**config.mk**
```make
export PLATFORM = sky130hd
export DESIGN_NAME = load_use_scoreboard
export DESIGN_NICKNAME = d
export VERILOG_FILES = /design/src/rtl/load_use_scoreboard.sv
export SDC_FILE = /design/constraint.sdc
export NUM_CORES = 1
export LEC_CHECK = 0
export ABC_AREA = 1
export ABC_CLOCK_PERIOD_IN_PS = 1900
export BUFFER_PORTS_ARGS = -buffer_cell sky130_fd_sc_hd__buf_2
export CORE_UTILIZATION = 40
export CTS_BUF_LIST = sky130_fd_sc_hd__clkbuf_4 sky130_fd_sc_hd__clkbuf_8
export CTS_CLUSTER_DIAMETER = 150
export CTS_CLUSTER_SIZE = 28
export DETAILED_ROUTE_END_ITERATION = 8
export REMOVE_ABC_BUFFERS = 1
export SYNTH_ARGS = -nofsm -noshare
export SYNTH_HDL_FRONTEND = slang
export SYNTH_SLANG_ARGS = --single-unit
```
**constraint.sdc**
```tcl
create_clock -name clk -period 1.9 [get_ports clk]
set_input_delay 0.38 -clock clk [delete_from_list [all_inputs] [get_ports clk]]
set_output_delay 0.38 -clock clk [all_outputs]
set_load 0.03 [all_outputs]
```
**src/rtl/load_use_scoreboard.sv**
```systemverilog
// Per-register countdown scoreboard for multi-cycle producers; stalls the ID stage on hazards.
// Optional stall-cycle counter enabled by defining HAZARD_STALL_CNT_EN.
module load_use_scoreboard #(
  parameter int REG_AW  = 5,
  parameter int MAX_LAT = 3,
  parameter int CW      = $clog2(MAX_LAT + 1)
) (
  input  logic              clk,
  input  logic              rst_n,
  input  logic              id_valid,
  input  logic [REG_AW-1:0] id_rs1,
  input  logic [REG_AW-1:0] id_rs2,
  input  logic              id_rs1_used,
  input  logic              id_rs2_used,
  input  logic              id_regwrite,
  input  logic [REG_AW-1:0] id_rd,
  input  logic [CW-1:0]     id_lat,
  input  logic              flush,
  output logic              stall,
  output logic [15:0]       stall_count
);

  localparam int            NREG      = 1 << REG_AW;
  localparam logic [CW-1:0] MAX_LAT_C = CW'(MAX_LAT);

  function automatic logic [CW-1:0] sat_dec(input logic [CW-1:0] v);
    return (v == '0) ? '0 : v - CW'(1);
  endfunction

  logic [CW-1:0]     cnt_q [NREG];
  logic [CW-1:0]     cnt_d [NREG];
  logic              last_valid_q, last_valid_d;
  logic [REG_AW-1:0] last_rd_q, last_rd_d;
  logic [CW-1:0]     last_prev_q, last_prev_d;

  logic          hz1, hz2, acc, wr;
  logic [CW-1:0] lat_clip;

  assign hz1      = id_rs1_used && (id_rs1 != '0) && (cnt_q[id_rs1] != '0);
  assign hz2      = id_rs2_used && (id_rs2 != '0) && (cnt_q[id_rs2] != '0);
  assign stall    = id_valid && !flush && (hz1 || hz2);
  assign acc      = id_valid && !stall && !flush;
  assign wr       = acc && id_regwrite && (id_rd != '0);
  assign lat_clip = (id_lat > MAX_LAT_C) ? MAX_LAT_C : id_lat;

  always_comb begin
    for (int r = 0; r < NREG; r++) begin
      cnt_d[r] = sat_dec(cnt_q[r]);
    end
    // A squashed writer hands its entry back to the older producer it displaced.
    if (flush && last_valid_q) begin
      cnt_d[last_rd_q] = sat_dec(last_prev_q);
    end
    if (wr) begin
      cnt_d[id_rd] = lat_clip;
    end
    last_valid_d = wr;
    last_rd_d    = wr ? id_rd : last_rd_q;
    last_prev_d  = wr ? sat_dec(cnt_q[id_rd]) : last_prev_q;
  end

  always_ff @(posedge clk or negedge rst_n) begin
    if (!rst_n) begin
      for (int r = 0; r < NREG; r++) begin
        cnt_q[r] <= '0;
      end
      last_valid_q <= 1'b0;
      last_rd_q    <= '0;
      last_prev_q  <= '0;
    end else begin
      cnt_q        <= cnt_d;
      last_valid_q <= last_valid_d;
      last_rd_q    <= last_rd_d;
      last_prev_q  <= last_prev_d;
    end
  end

`ifdef HAZARD_STALL_CNT_EN
  logic [15:0] stall_cnt_q, stall_cnt_d;

  always_comb begin
    stall_cnt_d = stall_cnt_q;
    if (stall && (stall_cnt_q != 16'hFFFF)) begin
      stall_cnt_d = stall_cnt_q + 16'd1;
    end
  end

  always_ff @(posedge clk or negedge rst_n) begin
    if (!rst_n) begin
      stall_cnt_q <= 16'd0;
    end else begin
      stall_cnt_q <= stall_cnt_d;
    end
  end

  assign stall_count = stall_cnt_q;
`else
  assign stall_count = 16'd0;
`endif

endmodule

```
==> reports/results.ini, run 1 <==
[floorplanning]
placeableCoreArea_um2=15200
floorplan.initialDensity=0.411
floorplan.die.width_um=127
placementRows=45
floorplan.die.height_um=127
io_pins=41
die_area_um2=16100

[timing]
setup_viol=71
report.final.slew_viol_count=0
rsz0062_at_grt=yes
timing_hold_violations_final=0
setup_slack_ns=-0.276
fmax_ghz=0.460
finalCriticalPeriod_ns=2.18
fin_worst_skew_ns=0.0154
period_share=1.15

[synthesis]
avgSynthCellArea_um2=5.97
mappedNetlistArea_um2=6240
synthDominantCellAreaShare=0.289
leading_post_synthesis_cells_by_cell_area=sky130_fd_sc_hd__dfrtp_1 (29%), sky130_fd_sc_hd__nand2_1 (25%), sky130_fd_sc_hd__o21ai_0 (11%)
netlist_instances=1045
postSynth.topFlopCell=sky130_fd_sc_hd__dfrtp_1
post-synth-top-count-cell=sky130_fd_sc_hd__nand2_1
synth.lib_cells_used.distinct=23
count_of_warnings_emitted_by_yosys=0
synth-edff-count=0
synth.ff_latch_count=72
synth_largest_area_cell=sky130_fd_sc_hd__dfrtp_1
async_flop_share=1.00
yosys-top-cells-count=sky130_fd_sc_hd__nand2_1 (415), sky130_fd_sc_hd__o21ai_0 (143), sky130_fd_sc_hd__nand3_1 (81)
synth_seq_area_share=0.289

[global_route]
via_count_of_the_first_global_routing_pass=7317
pin_count_of_the_biggest_net_entering_global_routing=46
grt_pass1_wl_um=40200
antenna_violations_before_repair=0
overflow=0
grt.total_usage=0.329

[worst_setup_path]
cp.required_ns=1.52
reg2regPathDepth=16
r2r-start=cnt_q[57]
category_of_the_worst_setup_path_capture_point=output port
worstReg2RegEnd=cnt_q[21]
rrSetupSlack_ns=-0.27
critical_path_class=reg2out
worst_ep_arrival_time_ns=1.80
start_kind=register
critPathLaunch=cnt_q[62]
critPathMaxFanout=2

[route]
drt_iter0_markers=697
routed_via_density=5.59
vias=7708
postRouteWirelength_um=25300
drc=0
antenna_violating_nets_left=0
route.detailed.wl_per_inst_um=18.3
first_pass_iters=5

[power_and_ir_drop]
leakage_power_of_the_design_nw=3.95
ir_drop_v=0.000313
power_mw=4.02
power-per-cell-area_nw_per_um2=480

[clock_network]
clk-insertion-delay-late_ns=0.38
cts_max_path_buffers=2
cts_tree=done
worst_setup_hold_path_clk_slew_ns=0.09
cts_root_buf=sky130_fd_sc_hd__clkbuf_8
cts.htree.levels=3
cts-buffers-inserted=9
clkSinkCount=72

[cells_and_area]
layout-area-overhead-vs-synth_pct=34.2
finish.net_count=1211
layout-drive-gt1-share=0.248
diodes=0
post-route-cell-area_um2=8380

[flow_run]
cap_viol_max_count=0

[hold_path]
hp-start=id_rd[2]
hold_path_depth=3
worst_hold_path_type=in2reg
min_to=last_rd_q[2]

[placed_design]
gp_routability_congestion=0.985
placement.io_buffers=24
cell_area_placed_um2=7390
detailed_placement_hpwl_um=17000

[status]
violated_checks=negative setup slack
run_status=finished, violations left

==> metrics by stage <==
step | hold slack [ns] | instances | setup WS, ns | setup TNS, ns | utilization
5_1_grt | 0.344 | 1380 | -0.393 | -20.58 | 0.551
3_3_place_gp | 0.224 | 1342 | -0.509 | -18.53 | 0.486
2_1_floorplan | 0.0844 | 992 | -1.13 | -79.80 | -
3_5_place_dp | 0.225 | 1342 | -0.474 | -19.54 | 0.486
6_report | 0.325 | 1380 | -0.276 | -12.51 | 0.551
4_1_cts | 0.308 | 1379 | -0.329 | -9.22 | 0.548
==> cell families after synthesis <==
group	synth area share
flip-flops	0.289
AO/OA/AOI/OAI	0.143
buffers and inverters	0.0956
AND/OR/NAND/NOR	0.473
other	0.000601
==> worst max path at each step <==
| stage | slack [ns] | endpoint |
|---|---|---|
| 2_1_floorplan | -1.13 | cnt_q[0] |
| 3_3_place_gp | -0.51 | stall |
| 3_5_place_dp | -0.47 | stall |
| 4_1_cts | -0.33 | stall |
| 5_1_grt | -0.39 | cnt_q[22] |
| 6_report | -0.28 | stall |
==> sequential cells by signal, indices dropped and copies added (netlist names) <==
signal / flops
last_rd_q: 5
last_valid_q: 1
cnt_q: 64
last_prev_q: 2
==> layer usage <==
layer,up-vias,wire length (um),track usage
met2,323,11600,0.536
met4,0,1140,0.159
met3,81,1870,0.0637
met5,-,0,0
met1,3529,10700,0.418
li1,3775,-,-
==> worst max-delay path, stage by stage (launching register included) <==
cell	delay [ns]
sky130_fd_sc_hd__dfrtp_1	0.37
sky130_fd_sc_hd__nor2_2	0.06
sky130_fd_sc_hd__o211ai_1	0.21
sky130_fd_sc_hd__nand3_1	0.11
sky130_fd_sc_hd__nand2_1	0.09
sky130_fd_sc_hd__nand2_1	0.07
sky130_fd_sc_hd__nand3_2	0.08
sky130_fd_sc_hd__nand3_4	0.10
sky130_fd_sc_hd__a21oi_4	0.17
sky130_fd_sc_hd__buf_6	0.15
==> area by class of cell <==
cell class / count / area (um2)
Fill cell: 1516 / 6830
Multi-Input combinational cell: 861 / 4150
Sequential cell: 72 / 1800
Timing Repair Buffer: 184 / 1740
Tap cell: 188 / 235
Inverter: 59 / 221
Clock buffer: 11 / 151
Clock inverter: 5 / 78.8
==> cells in the final DEF, fill, tap and decap left out, types with 2 or more instances in the layout <==
master and instances:
sky130_fd_sc_hd__nand2_2 68, sky130_fd_sc_hd__nand3_2 4, sky130_fd_sc_hd__buf_6 7, sky130_fd_sc_hd__nor2_1 46, sky130_fd_sc_hd__nor2_2 4, sky130_fd_sc_hd__conb_1 16
sky130_fd_sc_hd__buf_4 130, sky130_fd_sc_hd__buf_12 11, sky130_fd_sc_hd__o21ai_1 21, sky130_fd_sc_hd__a21oi_1 11, sky130_fd_sc_hd__o211ai_1 2, sky130_fd_sc_hd__inv_2 10
sky130_fd_sc_hd__nand3b_1 19, sky130_fd_sc_hd__nand3_1 77, sky130_fd_sc_hd__o21ai_0 139, sky130_fd_sc_hd__nand4_1 79, sky130_fd_sc_hd__nand3_4 3, sky130_fd_sc_hd__nand2_1 346
sky130_fd_sc_hd__nor3_2 4, sky130_fd_sc_hd__clkinv_2 2, sky130_fd_sc_hd__nor3_1 17, sky130_fd_sc_hd__bufinv_16 2, sky130_fd_sc_hd__dfrtp_1 72, sky130_fd_sc_hd__clkbuf_8 11
sky130_fd_sc_hd__buf_2 22, sky130_fd_sc_hd__buf_16 12, sky130_fd_sc_hd__inv_1 48
==> repair_timing <==
item	in CTS	in global routing
setup endpoints to repair	70	71
buffers inserted	9	1
pin swaps	5	7
cloned	12	0
resized for setup	116	15
hold endpoints to repair	7	0
hold buffers	1	0
==> report_power, final <==
part           switching (mW)  total, mW  internal (mW)
Clock                   0.653       1.46          0.809
Combinational           0.611      0.953          0.342
Sequential             0.0479       1.61           1.56
Total                    1.31       4.02           2.71
Note: power is estimated with default switching activity, not from simulation.
==> inputs of run 2 (changes only) <==
--- a/config.mk
+++ b/config.mk
@@ -11,9 +11,10 @@
 export CORE_UTILIZATION = 40
 export CTS_BUF_LIST = sky130_fd_sc_hd__clkbuf_4 sky130_fd_sc_hd__clkbuf_8
 export CTS_CLUSTER_DIAMETER = 150
-export CTS_CLUSTER_SIZE = 28
+export CTS_CLUSTER_SIZE = 20
 export DETAILED_ROUTE_END_ITERATION = 8
 export REMOVE_ABC_BUFFERS = 1
+export SKIP_CTS_REPAIR_TIMING = 1
 export SYNTH_ARGS = -nofsm -noshare
 export SYNTH_HDL_FRONTEND = slang
 export SYNTH_SLANG_ARGS = --single-unit
==> reports/results.ini, run 2 (synthesis gave the netlist of run 1 again) <==
[clock_network]
cts_tree=done
cts_max_path_buffers=2
clkSinkCount=72
worst_setup_hold_path_clk_slew_ns=0.09
cts_root_buf=sky130_fd_sc_hd__clkbuf_8
cts-buffers-inserted=9
cts.htree.levels=3
clk-insertion-delay-late_ns=0.39

[cells_and_area]
finish.net_count=1206
fillCellCount=1549
final-seq-area_um2=1800
biggest_registers_after_layout=cnt_q: 64 flops, last_rd_q: 5 flops, last_prev_q: 2 flops
layout-drive-gt1-share=0.209
final-instance-count-excl-fill=1375
post-route-cell-area_um2=8080
final_cell_mix=sky130_fd_sc_hd__nand2_1 (387), sky130_fd_sc_hd__o21ai_0 (141), sky130_fd_sc_hd__buf_4 (134)
layout-area-overhead-vs-synth_pct=29.5
diodes=0
mostFrequentLayoutCell=sky130_fd_sc_hd__nand2_1
max_flop_register=cnt_q
largest_register_ffs=64
multiInputGateArea_um2=4080

[timing]
setup_slack_ns=-0.336
worst_slew_pin_slew_ns=0.527
finalCriticalPeriod_ns=2.24
fin_worst_skew_ns=0.0141
setup_viol=71
timing_hold_violations_final=0
report.final.slew_viol_count=0
hold_ws_ns=0.323
fmax_ghz=0.447
slew_headroom=0.649
period_share=1.18
rsz0062_at_grt=yes

[worst_setup_path]
worst_ep_arrival_time_ns=1.86
worst_path_max_delay_cell=sky130_fd_sc_hd__dfrtp_1
rrSetupSlack_ns=-0.15
worstPathCellList=nor2_2 -> o211ai_1 -> nand3_1 -> nand2_2 -> nand2_2 -> nand3_2 -> nand3_4 -> a21oi_4 -> buf_6
start_kind=register
critPathMaxFanout=4
category_of_the_worst_setup_path_capture_point=output port
crit_path_max_incr_delay_ns=0.37
cp.required_ns=1.52
most_frequent_cell_on_critical_path=sky130_fd_sc_hd__nand2_2
critical_path_class=reg2out

[global_route]
pin_count_of_the_biggest_net_entering_global_routing=46
grt_pass1_wl_um=37800
antenna_violations_before_repair=0
grt.total_usage=0.306
via_count_of_the_first_global_routing_pass=6943
overflow=0

[status]
violated_checks=negative setup slack
run_status=finished, violations left

[route]
antenna_violating_nets_left=0
postRouteWirelength_um=25400
routed_via_density=5.57
route.detailed.wl_per_inst_um=18.4
vias=7664
drt_iter0_markers=701
first_pass_iters=5
drc=0

[floorplanning]
floorplan.die.width_um=127
floorplan.die.height_um=127
io_pins=41
floorplan.initialDensity=0.411
die_area_um2=16100
placementRows=45
placeableCoreArea_um2=15200

[placed_design]
cell_area_placed_um2=7390
placement.io_buffers=24
gp_routability_congestion=0.985
detailed_placement_hpwl_um=17000
dp.cells=1342

[hold_path]
worst_hold_path_type=in2reg

[power_and_ir_drop]
ir_drop_v=0.000318
leakage_power_of_the_design_nw=3.84
power-per-cell-area_nw_per_um2=494

[flow_run]
cap_viol_max_count=0

-- run 2: cell types whose count changed in the layout (fill, tap and decap cells not counted), sizes merged --
cell,delta
buf,-10
clkbuf,+5
-- run 2: final cells by class --
cell class	count	area share
Sequential cell	72	0.223
Clock buffer	11	0.0187
Multi-Input combinational cell	861	0.504
Inverter	59	0.0274
Timing Repair Buffer	179	0.188
Clock inverter	5	0.00975
Tap cell	188	0.0291
-- run 2: path summary, 6_finish.rpt --
kind | start | cells after the start | to
worst max-delay path | cnt_q[62] | 9 | stall
max in group asynchronous | rst_n | 3 | cnt_q[45]
min in group asynchronous | rst_n | 2 | last_rd_q[3]
worst min register to register | last_prev_q[0] | 2 | last_prev_q[0]
worst min-delay path | id_rd[2] | 3 | last_rd_q[2]
worst max register to register | cnt_q[15] | 10 | cnt_q[46]
-- run 2: through the flow --
step           setup slack, ns   util  setup TNS, ns  power, mW
3_3_place_gp            -0.509  0.486         -18.53       2.39
5_1_grt                 -0.448  0.532         -18.50       4.14
6_report                -0.336  0.532          -7.01       3.99
4_1_cts                 -0.662  0.501          -7.99       3.85
2_1_floorplan            -1.13      -         -79.80       1.96
3_5_place_dp            -0.474  0.486         -19.54       2.39
-- run 2: layer usage --
| layer | wire length (um) | GRT usage | vias to the layer above | part of all wire |
|---|---|---|---|---|
| li1 | - | - | 3755 | - |
| met1 | 11000 | 0.405 | 3529 | 0.43 |
| met2 | 11600 | 0.498 | 305 | 0.46 |
| met3 | 1680 | 0.0409 | 75 | 0.066 |
| met4 | 1070 | 0.134 | 0 | 0.042 |
| met5 | 0 | 0 | - | 0 |
-- run 2: worst max-delay path, delay by kind of cell, from the launching register on --
family | cells | cell delay (ns)
AO/OA/AOI/OAI | 2 | 0.43
flip-flops | 1 | 0.37
buffers and inverters | 1 | 0.15
AND/OR/NAND/NOR | 6 | 0.51
-- run 2: report_power, final --
| group | switching (mW) | internal (mW) |
|---|---|---|
| clock | 0.662 | 0.809 |
| combinational | 0.606 | 0.306 |
| sequential | 0.0492 | 1.56 |
| total | 1.32 | 2.67 |
==> inputs of run 3 (changes only) <==
--- a/config.mk
+++ b/config.mk
@@ -5,9 +5,9 @@
 export SDC_FILE = /design/constraint.sdc
 export NUM_CORES = 1
 export LEC_CHECK = 0
-export ABC_AREA = 1
 export ABC_CLOCK_PERIOD_IN_PS = 1900
 export BUFFER_PORTS_ARGS = -buffer_cell sky130_fd_sc_hd__buf_2
+export CORE_MARGIN = 3
 export CORE_UTILIZATION = 40
 export CTS_BUF_LIST = sky130_fd_sc_hd__clkbuf_4 sky130_fd_sc_hd__clkbuf_8
 export CTS_CLUSTER_DIAMETER = 150
==> reports/results.ini, run 3 <==
[route]
vias=5415
met1Wirelength_um=8160
wl_met3_um=1870
drt_iter0_markers=499
antenna_violating_nets_left=0
route.detailed.wl_per_inst_um=21.4
drc=0
first_pass_iters=5
postRouteWirelength_um=19400
routed_via_density=5.98
highest_layer=met4
met2_wirelength_um=8810

[placed_design]
placement.io_buffers=24
detailed_placement_hpwl_um=13700
post-place-ws_ns=-1.12
gp_routability_congestion=0.940
cell_area_placed_um2=6610

[timing]
hold_ws_ns=0.432
rsz0062_at_grt=yes
setup_slack_ns=-0.958
finalCriticalPeriod_ns=2.86
fin_worst_skew_ns=0.0172
fmax_ghz=0.350
setup_viol=71
timing_hold_violations_final=0
slew_headroom=-0.00865
period_share=1.50
worst_slew_pin_slew_ns=1.51
report.final.slew_viol_count=9

[synthesis]
async_flop_share=1.00
leading_post_synthesis_cells_by_cell_area=sky130_fd_sc_hd__dfrtp_1 (32%), sky130_fd_sc_hd__mux2_1 (10%), sky130_fd_sc_hd__mux4_2 (10%)
synth.ff_latch_count=72
postSynth.topFlopCell=sky130_fd_sc_hd__dfrtp_1
synth.lib_cells_used.distinct=47
mappedNetlistArea_um2=5560
synth_largest_area_cell=sky130_fd_sc_hd__dfrtp_1
post-synth-top-count-cell=sky130_fd_sc_hd__dfrtp_1
avgSynthCellArea_um2=9.42
netlist_instances=590
yosys-top-cells-count=sky130_fd_sc_hd__dfrtp_1 (72), sky130_fd_sc_hd__o21ai_0 (57), sky130_fd_sc_hd__nand3_1 (51)
synthDominantCellAreaShare=0.324
count_of_warnings_emitted_by_yosys=0
synth-edff-count=0
synth_seq_area_share=0.324

[cells_and_area]
final-seq-area_um2=1800
largest_register_ffs=64
mostFrequentLayoutCell=sky130_fd_sc_hd__buf_4
max_flop_register=cnt_q
layout-area-overhead-vs-synth_pct=36.5
finish.net_count=749
fillCellCount=1136
diodes=0
layout-drive-gt1-share=0.425
layout.core_utilization=0.566
final_cell_mix=sky130_fd_sc_hd__buf_4 (117), sky130_fd_sc_hd__dfrtp_1 (72), sky130_fd_sc_hd__o21ai_0 (57)
post-route-cell-area_um2=7590
multiInputGateArea_um2=3970
biggest_registers_after_layout=cnt_q: 64 flops, last_rd_q: 5 flops, last_prev_q: 2 flops

[clock_network]
clk-insertion-delay-late_ns=0.38
worst_setup_hold_path_clk_slew_ns=0.08
cts_tree=done
cts_max_path_buffers=2
clkSinkCount=72
cts.htree.levels=3
cts_root_buf=sky130_fd_sc_hd__clkbuf_8
cts-buffers-inserted=9

[worst_setup_path]
critical_path_class=reg2out
cp.required_ns=1.52
category_of_the_worst_setup_path_capture_point=output port
start_kind=register
worst_ep_arrival_time_ns=2.48
rrSetupSlack_ns=-0.89
critPathMaxFanout=4

[floorplanning]
placementRows=42
placeableCoreArea_um2=13400
die_area_um2=15400
io_pins=41
floorplan.initialDensity=0.415
floorplan.die.height_um=124
floorplan.die.width_um=124

[status]
violated_checks=max-capacitance violations, max-slew violations, negative setup slack
run_status=finished, violations left

[power_and_ir_drop]
power.combinational.fraction=0.226
ir_drop_v=0.000319
power.share.sequential=0.427
p_sw_frac=0.299
power_dissipated_by_switching_net_loads_mw=1.15
leakage_power_of_the_design_nw=3.22
power-per-cell-area_nw_per_um2=506
power_mw=3.84
p_int_mw=2.69
power.clock.fraction=0.347

[global_route]
via_count_of_the_first_global_routing_pass=5377
grt.total_usage=0.249
grt_pass1_wl_um=28900
pin_count_of_the_biggest_net_entering_global_routing=33
antenna_violations_before_repair=0
overflow=0

[flow_run]
cap_viol_max_count=1

[hold_path]
worst_hold_path_type=in2reg

[run 3: path summary, 6_finish.rpt]
path / from / endpoint / cells after the start
max in group asynchronous: rst_n / cnt_q[22] / 3
max: cnt_q[43] / stall / 10
min: id_rd[3] / last_rd_q[3] / 3
max reg2reg: cnt_q[26] / last_prev_q[1] / 12
min reg2reg: last_prev_q[0] / last_prev_q[0] / 2
min in group asynchronous: rst_n / cnt_q[62] / 2
[run 3: logic make-up (layout without fill, tap and decap cells)]
kind of cell,after synthesis,after routing,share of synthesized area
AND/OR/NAND/NOR,259,259,0.250
multiplexers,112,112,0.273
AO/OA/AOI/OAI,86,86,0.0898
flip-flops,72,72,0.324
buffers and inverters,60,185,0.0619
other,1,16,0.000674
[run 3: power by group through the flow]
stage               clock network [mW]  registers, mW  logic (mW)
global placement                     0           1.66       0.600
detailed placement                   0           1.67       0.609
CTS                               1.34           1.63       0.612
floorplan                            0           1.64       0.259
global route                      1.41           1.64       0.919
finish                            1.33           1.64       0.866
[run 3: worst max-delay path, stage by stage, from the launching register on]
cell and delay (ns):
sky130_fd_sc_hd__dfrtp_1 0.36, sky130_fd_sc_hd__nor2_1 0.05, sky130_fd_sc_hd__buf_4 0.14, sky130_fd_sc_hd__mux4_2 0.47
sky130_fd_sc_hd__o21ai_2 0.14, sky130_fd_sc_hd__a21oi_2 0.06, sky130_fd_sc_hd__a2111oi_4 0.26, sky130_fd_sc_hd__a211oi_4 0.12
sky130_fd_sc_hd__buf_12 0.15, sky130_fd_sc_hd__nor3b_4 0.18, sky130_fd_sc_hd__buf_6 0.16
[run 3: per-layer routing]
layer / up-vias / global-route usage
met5: - / 0
met4: 0 / 0.0835
met3: 41 / 0.0822
met2: 274 / 0.381
met1: 2678 / 0.334
li1: 2422 / -
[run 3: stage by stage]
step	TNS [ns]	cells
2_1_floorplan	-73.36	548
4_1_cts	-62.98	888
5_1_grt	-61.40	906
3_3_place_gp	-65.77	872
3_5_place_dp	-71.20	872
6_report	-54.73	906
[run 3: layout make-up]
type                    count  area share
clock inverters             2     0.00495
multi-input cells         473       0.523
flip-flops and latches     72       0.237
repair buffers            166       0.181
inverters                   3     0.00148
clock buffers              14      0.0229
well taps                 176      0.0290
